File: src/rtl/pgr_uart_cmd_pkg.sv
// pgr_uart_cmd_pkg: shared types for the UART
// command dispatcher and its watchdog.
package pgr_uart_cmd_pkg;

    typedef enum logic [1:0] {
        IDLE,
        BUSY,
        ERR_TX,
        DONE
    } state_t;

    localparam logic [7:0] ERR_BYTE_DEF = 8'hEE;

endpackage

File: src/rtl/pgr_uart_cmd_dispatch_if.sv
// pgr_uart_cmd_dispatch_if: parser, channel and
// TX FIFO signals seen by the command dispatcher.
interface pgr_uart_cmd_dispatch_if #(
    parameter int AW  = 24,
    parameter int NCH = 4
);
    logic               uart_ctrl_sel;
    logic [AW-1:0]      cmd_addr;
    logic               cmd_en;
    logic               cmd_done;
    logic               uart_match;
    logic               busy;
    logic [NCH-1:0]     ch_cmd_en;
    logic [NCH-1:0]     ch_cmd_done;
    logic [NCH-1:0]     ch_abort;
    logic [8*NCH-1:0]   ch_tx_data;
    logic [NCH-1:0]     ch_tx_req;
    logic [7:0]         tx_fifo_wr_data;
    logic               tx_fifo_wr_data_req;
    logic               tx_fifo_wr_data_valid;
    logic [15:0]        err_cnt;

    modport master (
        input  uart_ctrl_sel,
        input  cmd_addr,
        input  cmd_en,
        output cmd_done,
        output uart_match,
        output busy,
        output ch_cmd_en,
        input  ch_cmd_done,
        output ch_abort,
        input  ch_tx_data,
        input  ch_tx_req,
        output tx_fifo_wr_data,
        output tx_fifo_wr_data_req,
        input  tx_fifo_wr_data_valid,
        output err_cnt
    );

    modport slave (
        output uart_ctrl_sel,
        output cmd_addr,
        output cmd_en,
        input  cmd_done,
        input  uart_match,
        input  busy,
        input  ch_cmd_en,
        output ch_cmd_done,
        input  ch_abort,
        output ch_tx_data,
        output ch_tx_req,
        input  tx_fifo_wr_data,
        input  tx_fifo_wr_data_req,
        output tx_fifo_wr_data_valid,
        input  err_cnt
    );

endinterface

File: src/rtl/pgr_uart_cmd_timer.sv
// pgr_uart_cmd_timer: per-command watchdog that
// counts up to TIMEOUT_CYC and holds there.
module pgr_uart_cmd_timer #(
    parameter int TIMEOUT_CYC = 1000000
) (
    input  logic clk,
    input  logic rst,
    input  logic clr,
    input  logic en,
    output logic expire
);

    localparam int TW =
        (TIMEOUT_CYC > 0) ? $clog2(TIMEOUT_CYC + 1) : 1;
    localparam logic [TW-1:0] LIM = TW'(TIMEOUT_CYC);

    logic [TW-1:0] cnt;

    // clear (reload to zero) beats counting; never wraps
    always_ff @(posedge clk or posedge rst) begin
        if (rst) begin
            cnt <= '0;
        end else if (clr) begin
            cnt <= '0;
        end else if (en && cnt != LIM) begin
            cnt <= cnt + 1'b1;
        end
    end

    assign expire = (TIMEOUT_CYC != 0) && (cnt == LIM);

endmodule

File: src/rtl/pgr_uart_cmd_dispatch.sv
// pgr_uart_cmd_dispatch: routes each parsed command to
// one of NCH channels and returns its TX bytes.
module pgr_uart_cmd_dispatch
    import pgr_uart_cmd_pkg::*;
#(
    parameter int AW          = 24,
    parameter int NCH         = 4,
    parameter int SEL_LSB     = 24,
    parameter int SEL_W       = 4,
    parameter int ID_BIT      = 28,
    parameter int TIMEOUT_CYC = 1000000,
    parameter logic [7:0] ERR_BYTE = ERR_BYTE_DEF
) (
    input logic clk,
    input logic rst,
    pgr_uart_cmd_dispatch_if.master bus
);

    // address is widened so the ID and select fields
    // always exist, even when they sit above AW
    localparam int XW0 =
        (AW > ID_BIT + 1) ? AW : ID_BIT + 1;
    localparam int XW =
        (XW0 > SEL_LSB + SEL_W) ? XW0 : SEL_LSB + SEL_W;
    localparam int SW1 = SEL_W + 1;
    localparam logic [SEL_W:0] NCH_L = SW1'(NCH);
    localparam logic [NCH-1:0] ONE = NCH'(1);

    state_t           state;
    logic [SEL_W-1:0] sel;
    logic [XW-1:0]    addr_x;
    logic [SEL_W-1:0] new_sel;
    logic             id_hit;
    logic             new_ok;
    logic [7:0]       mux_data;
    logic             mux_req;
    logic             mux_done;
    logic             tmr_clr;
    logic             tmr_en;
    logic             tmr_exp;
    logic             unused_addr;

    assign addr_x      = XW'(bus.cmd_addr);
    assign unused_addr = ^addr_x;
    assign new_sel     = addr_x[SEL_LSB +: SEL_W];
    assign id_hit      = addr_x[ID_BIT] == bus.uart_ctrl_sel;
    assign new_ok      = {1'b0, new_sel} < NCH_L;
    assign bus.busy    = state != IDLE;

    // select the latched channel's TX and done strobes
    always_comb begin
        mux_data = '0;
        mux_req  = 1'b0;
        mux_done = 1'b0;
        for (int k = 0; k < NCH; k++) begin
            if (sel == SEL_W'(k)) begin
                mux_data = bus.ch_tx_data[8*k +: 8];
                mux_req  = bus.ch_tx_req[k];
                mux_done = bus.ch_cmd_done[k];
            end
        end
    end

    // TX FIFO port: pass-through in BUSY, error byte in ERR_TX
    always_comb begin
        bus.tx_fifo_wr_data     = '0;
        bus.tx_fifo_wr_data_req = 1'b0;
        unique case (state)
            BUSY: begin
                bus.tx_fifo_wr_data     = mux_data;
                bus.tx_fifo_wr_data_req = mux_req;
            end
            ERR_TX: begin
                if (bus.tx_fifo_wr_data_valid) begin
                    bus.tx_fifo_wr_data     = ERR_BYTE;
                    bus.tx_fifo_wr_data_req = 1'b1;
                end
            end
            default: begin
            end
        endcase
    end

    assign tmr_en  = state == BUSY;
    assign tmr_clr = (state == IDLE && bus.cmd_en
                      && id_hit && new_ok)
                   || (state == BUSY && mux_req);

    pgr_uart_cmd_timer #(
        .TIMEOUT_CYC(TIMEOUT_CYC)
    ) u_timer (
        .clk    (clk),
        .rst    (rst),
        .clr    (tmr_clr),
        .en     (tmr_en),
        .expire (tmr_exp)
    );

    // command FSM with registered pulses and error count
    always_ff @(posedge clk or posedge rst) begin
        if (rst) begin
            state          <= IDLE;
            sel            <= '0;
            bus.uart_match <= 1'b0;
            bus.ch_cmd_en  <= '0;
            bus.ch_abort   <= '0;
            bus.cmd_done   <= 1'b0;
            bus.err_cnt    <= '0;
        end else begin
            bus.ch_cmd_en <= '0;
            bus.ch_abort  <= '0;
            bus.cmd_done  <= 1'b0;
            unique case (state)
                IDLE: begin
                    if (bus.cmd_en) begin
                        bus.uart_match <= id_hit;
                        sel            <= new_sel;
                        if (!id_hit) begin
                            state        <= DONE;
                            bus.cmd_done <= 1'b1;
                        end else if (new_ok) begin
                            bus.ch_cmd_en <= ONE << new_sel;
                            state         <= BUSY;
                        end else begin
                            bus.err_cnt <= bus.err_cnt
                                + 16'(bus.err_cnt != 16'hFFFF);
                            state <= ERR_TX;
                        end
                    end
                end
                BUSY: begin
                    if (mux_done) begin
                        state        <= DONE;
                        bus.cmd_done <= 1'b1;
                    end else if (tmr_exp) begin
                        bus.ch_abort <= ONE << sel;
                        bus.err_cnt  <= bus.err_cnt
                            + 16'(bus.err_cnt != 16'hFFFF);
                        state <= ERR_TX;
                    end
                end
                ERR_TX: begin
                    if (bus.tx_fifo_wr_data_valid) begin
                        state        <= DONE;
                        bus.cmd_done <= 1'b1;
                    end
                end
                DONE: begin
                    state <= IDLE;
                end
                default: begin
                    state <= IDLE;
                end
            endcase
        end
    end

endmodule

File: src/flat_wrapper.sv
// flat-port wrapper written by rule: the top's interface ports become plain ports
module pgr_uart_cmd_dispatch_flat import pgr_uart_cmd_pkg::*;
#(
    parameter int AW          = 24,
    parameter int NCH         = 4,
    parameter int SEL_LSB     = 24,
    parameter int SEL_W       = 4,
    parameter int ID_BIT      = 28,
    parameter int TIMEOUT_CYC = 1000000,
    parameter logic [7:0] ERR_BYTE = ERR_BYTE_DEF
)
  (clk, rst, bus_uart_ctrl_sel, bus_cmd_addr, bus_cmd_en, bus_cmd_done, bus_uart_match, bus_busy, bus_ch_cmd_en, bus_ch_cmd_done, bus_ch_abort, bus_ch_tx_data, bus_ch_tx_req, bus_tx_fifo_wr_data, bus_tx_fifo_wr_data_req, bus_tx_fifo_wr_data_valid, bus_err_cnt);
  pgr_uart_cmd_dispatch_if #(.AW(AW), .NCH(NCH)) bus_i ();
  input logic clk;
  input logic rst;
  input wire logic [$bits(bus_i.uart_ctrl_sel)-1:0] bus_uart_ctrl_sel;
  input wire logic [$bits(bus_i.cmd_addr)-1:0] bus_cmd_addr;
  input wire logic [$bits(bus_i.cmd_en)-1:0] bus_cmd_en;
  output wire logic [$bits(bus_i.cmd_done)-1:0] bus_cmd_done;
  output wire logic [$bits(bus_i.uart_match)-1:0] bus_uart_match;
  output wire logic [$bits(bus_i.busy)-1:0] bus_busy;
  output wire logic [$bits(bus_i.ch_cmd_en)-1:0] bus_ch_cmd_en;
  input wire logic [$bits(bus_i.ch_cmd_done)-1:0] bus_ch_cmd_done;
  output wire logic [$bits(bus_i.ch_abort)-1:0] bus_ch_abort;
  input wire logic [$bits(bus_i.ch_tx_data)-1:0] bus_ch_tx_data;
  input wire logic [$bits(bus_i.ch_tx_req)-1:0] bus_ch_tx_req;
  output wire logic [$bits(bus_i.tx_fifo_wr_data)-1:0] bus_tx_fifo_wr_data;
  output wire logic [$bits(bus_i.tx_fifo_wr_data_req)-1:0] bus_tx_fifo_wr_data_req;
  input wire logic [$bits(bus_i.tx_fifo_wr_data_valid)-1:0] bus_tx_fifo_wr_data_valid;
  output wire logic [$bits(bus_i.err_cnt)-1:0] bus_err_cnt;
  assign bus_i.uart_ctrl_sel = bus_uart_ctrl_sel;
  assign bus_i.cmd_addr = bus_cmd_addr;
  assign bus_i.cmd_en = bus_cmd_en;
  assign bus_cmd_done = bus_i.cmd_done;
  assign bus_uart_match = bus_i.uart_match;
  assign bus_busy = bus_i.busy;
  assign bus_ch_cmd_en = bus_i.ch_cmd_en;
  assign bus_i.ch_cmd_done = bus_ch_cmd_done;
  assign bus_ch_abort = bus_i.ch_abort;
  assign bus_i.ch_tx_data = bus_ch_tx_data;
  assign bus_i.ch_tx_req = bus_ch_tx_req;
  assign bus_tx_fifo_wr_data = bus_i.tx_fifo_wr_data;
  assign bus_tx_fifo_wr_data_req = bus_i.tx_fifo_wr_data_req;
  assign bus_i.tx_fifo_wr_data_valid = bus_tx_fifo_wr_data_valid;
  assign bus_err_cnt = bus_i.err_cnt;
  pgr_uart_cmd_dispatch #(.AW(AW), .NCH(NCH), .SEL_LSB(SEL_LSB), .SEL_W(SEL_W), .ID_BIT(ID_BIT), .TIMEOUT_CYC(TIMEOUT_CYC), .ERR_BYTE(ERR_BYTE)) u_core (.clk(clk), .rst(rst), .bus(bus_i));
endmodule
File: config.mk
export PLATFORM = sky130hd
export DESIGN_NAME = pgr_uart_cmd_dispatch_flat
export DESIGN_NICKNAME = d
export VERILOG_FILES = /design/src/rtl/pgr_uart_cmd_pkg.sv /design/src/rtl/pgr_uart_cmd_dispatch_if.sv /design/src/rtl/pgr_uart_cmd_timer.sv /design/src/rtl/pgr_uart_cmd_dispatch.sv /design/src/flat_wrapper.sv
export SDC_FILE = /design/constraint.sdc
export NUM_CORES = 1
export LEC_CHECK = 0
export CAP_MARGIN = 40
export CORE_MARGIN = 2
export CORE_UTILIZATION = 41
export DETAILED_ROUTE_END_ITERATION = 6
export PLACE_DENSITY = 0.86
export SLEW_MARGIN = 30
export SYNTH_ARGS = -nofsm -noshare
export SYNTH_HDL_FRONTEND = slang
export SYNTH_SLANG_ARGS = --single-unit
File: constraint.sdc
create_clock -name clk -period 2.4 [get_ports clk]
set_clock_uncertainty 0.15 [all_clocks]
set_input_delay 0.24 -clock clk [delete_from_list [all_inputs] [get_ports clk]]
set_output_delay 0.24 -clock clk [all_outputs]
set_load 0.01 [all_outputs]
* After elaboration in Yosys (flattened, before gate mapping)
Cells that the tools add are included.
** Word-level totals
- Flip-flop bits (word level) :: 48
- Latch bits :: 0
- RAM bits :: 0
- Memory bits (read-only) :: 0
- Output and inout bits :: 36
- Memories kept :: 0
** Operators by class
- $add $sub $neg :: 2
- Multiply operators :: 0
- Divide/modulo/power cells :: 0
- Magnitude comparators :: 0
- Eq/ne operators :: 9
- Shifts and indexed selects :: 0
- Muxes and demuxes :: 22
- Bitwise gates (word level) :: 2
- Reductions and logical operators :: 11
** Operators by type and width (number)
- 2-to-1 mux 20 bit :: 2
- adder 20 x 1 -> 20 bit, second input constant :: 1
- equality test 20 bit, second input constant :: 1
- != test 20 bit, second input constant :: 1
- adder 16 x 1 -> 16 bit :: 1
- 2-to-1 mux 4 bit :: 4
- != test 16 bit, second input constant :: 1
- one-hot mux 8 bit (2 select lines) :: 1
- 2-to-1 mux 2 bit :: 5
- 2-to-1 mux 8 bit :: 1
- one-hot mux 2 bit (4 select lines) :: 1
- 2-to-1 mux 1 bit :: 6
- AND reduction 3 bit :: 2
- equality test 2 bit, second input constant :: 2
- logical AND 1 bit :: 4
- != test 2 bit, second input constant :: 2
- nonzero test 2 bit :: 2
- != test 3 x 1 -> 1 bit, second input constant :: 1
- one-hot mux 1 bit (3 select lines) :: 1
- equality test 2 x 1 -> 1 bit, second input constant :: 1
- zero test 2 bit :: 1
- NOT 1 bit :: 2
- one-hot mux 1 bit (2 select lines) :: 1
- AND reduction 2 bit :: 1
- logical OR 1 bit :: 1

* Logic depth before layout (Yosys ltp)
- Depth in word-level cells :: 5
- Mapped depth :: 10

* Modules after synthesis
A second synthesis with hierarchy kept.
** Unflattened totals
- Cell total of the unflattened synthesis :: 241
- Area total of the unflattened synthesis :: 2362.3 um2
** By module, submodules not included
- pgr_uart_cmd_dispatch :: instances 1, cells an instance 120, area each 1248.7 um2, sequential area each 550.5 um2
- pgr_uart_cmd_timer :: instances 1, cells an instance 121, area each 1113.6 um2, sequential area each 500.5 um2

* Worst setup path before layout
No wires, ideal clock.
- Path type :: register to register
- Start :: register u_core.bus.err_cnt[4]
- End :: register u_core.bus.err_cnt[12]
- Library setup time :: 0.125 ns
- Arrival time :: 1.995 ns
- Required time :: 2.125 ns
- Slack :: 0.130 ns
- Stages on the path, launching flop included :: 11
- Clock period less this slack :: 2.270 ns
- Path through :: dfrtp_1 -> and4_1 -> and3_1 -> and3_1 -> nand3_1 -> ha_1 -> ha_1 -> nand2_1 -> nor3_2 -> nand4_1 -> xnor2_1
** Between the ends
- Cells in the longest elaborated chain, start to end :: 2
** RTL lines
- start: declaration :: line pgr_uart_cmd_dispatch_if.sv:38 : output err_cnt
- start signal: assignment :: line pgr_uart_cmd_dispatch.sv:125 : bus.err_cnt <= bus.err_cnt
- start signal: assignment :: line pgr_uart_cmd_dispatch.sv:137 : bus.err_cnt <= bus.err_cnt
- != test 16 bit
- adder 16 x 1 -> 16 bit (*)
Every way passes the cells marked *; elsewhere a longest branch is shown, timed or not.
A chain may end at the register's enable or synchronous reset.

* Worst setup path after layout
- Start :: register u_core.state[1]
- End :: output port bus_tx_fifo_wr_data[6]
** Between the ends
- Cells in the longest elaborated chain, start to end :: 2
- Elaborated cells on any way between the ends :: 3
- Those cells by class :: eq/ne: 2; mux: 1
** RTL lines
- start: declaration :: line pgr_uart_cmd_dispatch.sv:29 : state_t state;
- start signal: assignment :: line pgr_uart_cmd_dispatch.sv:102 : state <= IDLE;
- start signal: assignment :: line pgr_uart_cmd_dispatch.sv:119 : state <= DONE;
- start signal: assignment :: line pgr_uart_cmd_dispatch.sv:123 : state <= BUSY;
- equality test 2 bit or equality test 2 x 1 -> 1 bit (tied branches) :: line pgr_uart_cmd_dispatch.sv:68 : unique case (state)
- one-hot mux 8 bit (2 select lines) (*) :: line pgr_uart_cmd_dispatch.sv:68
- end: declaration :: line flat_wrapper.sv:27 : output wire logic [$bits(bus_i.tx_fifo_wr_data)-1:0] bus_tx_fifo_wr_data;
Marked as above.

==> metrics.csv <==
stage,metric,value,unit
yosys,cell taking the most area after synthesis,dfrtp_1,
timing,Final period util,0.974,
route,antenna-violating nets left,0,
die,Top Ports,105,
setup_path,CP Launch Type,flop,
setup_path,kind of critical path,reg2out,
route,via count,1817,
timing,TNS Setup,0,ns
clock_tree,clk_lat worst skew,0.30,ns
setup_path,data required time of the worst path,2.01,ns
clock_tree,CTS Sinks,42,
power_and_ir_drop,P per Cell Area,799,mW/mm^2
power_and_ir_drop,VDD IR max,0.414,mV
global_routing,first-pass GRT wire length,8000,um
yosys,"FF+latch count, synth",42,
cells_and_area,share of layout cells above drive strength 1,0.141,
power_and_ir_drop,Switch Pwr,771,uW
clock_tree,CTS tree,built,
global_routing,Global Route Usage Sum,0.167,
die,core box area,0.00541,mm^2
clock_tree,CTS clock-pin slew for the worst setup and hold paths,0.09,ns
route,vias per cell,5.12,
yosys,count of different cell masters after synthesis,34,
yosys,part of the Yosys area used for sequential elements,0.464,
timing,Worst-Margin Slew,0.537,ns
place,DP Wirelength,3400,um
setup_path,Crit Path Max Fanout,7,
timing,Final Hold Viols,0,
setup_path,Critical R2R Launch,u_core.bus.err_cnt[5],
power_and_ir_drop,fraction of power consumed by sequential logic,0.338,
yosys,mean post-synth cell area,10.1,um^2
timing,Max-slew headroom,0.642,
worst_hold_path,Hold Crit Class,in2async,
die,Rows,27,
cells_and_area,final net count,360,
power_and_ir_drop,Leak,1.41,nW
setup_path,"delay-heaviest family, CP",buffers and inverters,
die,die area,0.00613,mm^2
global_routing,initial antenna violation count,0,
yosys,post-synth top area share,0.464,
power_and_ir_drop,Pint,1.64,mW
clock_tree,Post-CTS Hold Buffers,0,
die,die width,78.3,um
timing,RSZ-0062 raised after global routing,no,
global_routing,Congestion Overflow GR,0,
setup_path,largest stage delay on the critical path,0.54,ns
clock_tree,clk buf depth,2,
die,Die H,78.3,um
clock_tree,CTS Buf Count,5,
cells_and_area,Area Growth Syn to Fin,33.6,%
setup_path,critical path data arrival time,1.95,ns
global_routing,pin count of the biggest net entering global routing,43,
route,Pre-antenna DRT Iters,4,
cells_and_area,fin area,0.00302,mm^2
yosys,Syn Inst Count,225,
timing,"Setup violations, final",0,
timing,Max Fclk,428,MHz
setup_path,RR Endpoint,u_core.bus.err_cnt[12],
place,dpl cell area,0.00282,mm^2
setup_path,crit end category,primary output,
status,status,"complete, no violations",
clock_tree,Root Driver,clkbuf_8,
power_and_ir_drop,Tot Pwr,2.41,mW
timing,Max Slew Vio Count,0,
setup_path,Buf/Inv on CP,2,
clock_tree,H-tree Lvls,2,
yosys,"Warnings, synthesis",0,
timing,min cycle time layout,2.34,ns
setup_path,worst-path cell chain,inv_2 -> ha_4 -> and3_4 -> a21o_1 -> clkdlybuf4s50_1,
route,DR DRC count,0,
die,Initial Util,0.419,
place,Port Buffers,44,
power_and_ir_drop,Sw Ratio,0.319,
route,DRT iter0 DRCs,111,
yosys,Synth area leaders,"dfrtp_1, xnor2_1, xor2_1",
cells_and_area,antenna fix cells,0,
setup_path,CP max-delay cell,clkdlybuf4s50_1,
job,MaxCap Viol Count,0,
place,GP Congestion,0.863,
route,routed wire length,4880,um
power_and_ir_drop,Logic pwr share,0.381,
route,WL/cell,13.7,um
setup_path,r2r worst-path depth,11,
power_and_ir_drop,clock power share,0.280,
yosys,cell area after synthesis,0.00226,mm^2
setup_path,r2r setup slk,0.18,ns
global_routing,vias in the first global route,1741,
## cell usage after synthesis
| library cell | instances |
|---|---|
| nand4_1 | 7 |
| o211ai_1 | 2 |
| or2_2 | 1 |
| ha_1 | 9 |
| conb_1 | 1 |
| xor2_1 | 13 |
| mux2i_1 | 3 |
| xnor2_1 | 19 |
| nand4_2 | 1 |
| a21o_1 | 9 |
| a31oi_1 | 1 |
| and4_1 | 5 |
| nor2_1 | 26 |
| or2_4 | 1 |
| and2_1 | 1 |
| inv_1 | 9 |
| nor4bb_1 | 1 |
| nor4_1 | 1 |
| nand2_1 | 17 |
| clkbuf_1 | 6 |
| nor3_2 | 2 |
| nor4_2 | 1 |
| o21ai_0 | 1 |
| nor3b_4 | 1 |
| nor4b_1 | 1 |
| mux2_2 | 2 |
| and3_1 | 13 |
| dfrtp_1 | 42 |
| nor2b_1 | 1 |
| o22ai_1 | 1 |
| a21oi_1 | 4 |
| nor4b_2 | 1 |
| nand3_1 | 16 |
| buf_4 | 6 |
## through the flow
stage               hold slack (ns)  worst slack (ns)  utilization  instances
floorplan                     0.164             0.130            -        230
global placement              0.313             0.134        0.522        344
detailed placement            0.315            0.0996        0.522        344
CTS                           0.231            0.0342        0.556        354
global route                  0.273          0.000606        0.559        355
finish                        0.215            0.0625        0.559        355
## how the worst max path moves through the flow
stage | start | to | slack, ns | depth (start not counted)
finish | u_core.state[1] | bus_tx_fifo_wr_data[6] | 0.06 | 5
global placement | u_core.bus.err_cnt[5] | u_core.bus.err_cnt[12] | 0.13 | 11
floorplan | u_core.bus.err_cnt[4] | u_core.bus.err_cnt[12] | 0.13 | 10
CTS | u_core.state[0] | bus_tx_fifo_wr_data[6] | 0.03 | 5
detailed placement | u_core.bus.err_cnt[5] | u_core.bus.err_cnt[12] | 0.1 | 11
global route | u_core.bus.err_cnt[5] | u_core.bus.err_cnt[12] | 0.0006 | 11
## worst reg2reg max path, cell delays in order, from the launching register on
cell     delay [ns]
dfrtp_1        0.41
and4_4         0.21
and3_1         0.21
and3_4         0.16
nand3_1        0.08
ha_2           0.18
ha_1           0.14
nand2_1        0.06
nor3_2         0.11
buf_4          0.17
nand4_1        0.11
xnor2_1        0.14
## power by group through the flow
stage / sequential (mW) / clock [mW] / combinational, mW
floorplan: 0.833 / 0 / 0.479
global placement: 0.834 / 0 / 0.767
detailed placement: 0.839 / 0 / 0.798
CTS: 0.812 / 0.684 / 0.911
global route: 0.824 / 0.722 / 1.00
finish: 0.817 / 0.676 / 0.921
## cell families (layout without fill, tap and decap cells)
group | Yosys count | count (layout) | synth area share
and+or+nand+nor | 97 | 97 | 0.239
DFF | 42 | 42 | 0.464
xor gates and xnor gates | 32 | 32 | 0.124
buffers and inverters | 21 | 74 | 0.0448
AOI/OAI and AO/OA | 18 | 18 | 0.0531
adders and majority gates | 9 | 9 | 0.0498
muxes | 5 | 5 | 0.0232
other | 1 | 6 | 0.00166
## metal layers
metal | global-route usage | part of all wire
met1 | 0.197 | 0.43
met2 | 0.279 | 0.51
met3 | 0.0471 | 0.035
met4 | 0.0860 | 0.027
met5 | 0 | 0
## sequential cells by signal, indices dropped and copies added, names as in the netlist
name	cells
u_core.bus.ch_abort	1
u_core.bus.ch_cmd_en	1
u_core.bus.cmd_done	1
u_core.bus.err_cnt	16
u_core.bus.uart_match	1
u_core.state	2
u_core.u_timer.cnt	20
## cell usage in the layout, fill, tap and decap left out, types with 3 or more instances in the layout
master	n
a21o_1	9
a21oi_1	4
clkbuf_8	5
xnor2_1	19
clkdlybuf4s50_1	44
xor2_1	13
nand2_1	17
buf_4	13
and4_1	4
mux2i_1	3
nand3_1	16
dfrtp_1	42
nand4_1	7
and3_1	11
inv_1	7
nor2_1	26
conb_1	6
ha_1	6
## cell type report
cell class / instances / area, um^2
clock buffer: 5 / 68.8
clock inverter: 3 / 68.8
fill: 431 / 2380
inverter: 9 / 33.8
multi-input combinational: 167 / 1170
sequential: 42 / 1050
tap: 72 / 90.1
timing repair buffer: 57 / 538
## timing repair
item	in CTS	in global routing
endpoints found under the hold margin	0	0
gates cloned	0	0
gates resized for setup	7	5
endpoints found under the setup margin	7	13
setup buffers	2	1
No activity file was read; power rests on OpenSTA's default activity.
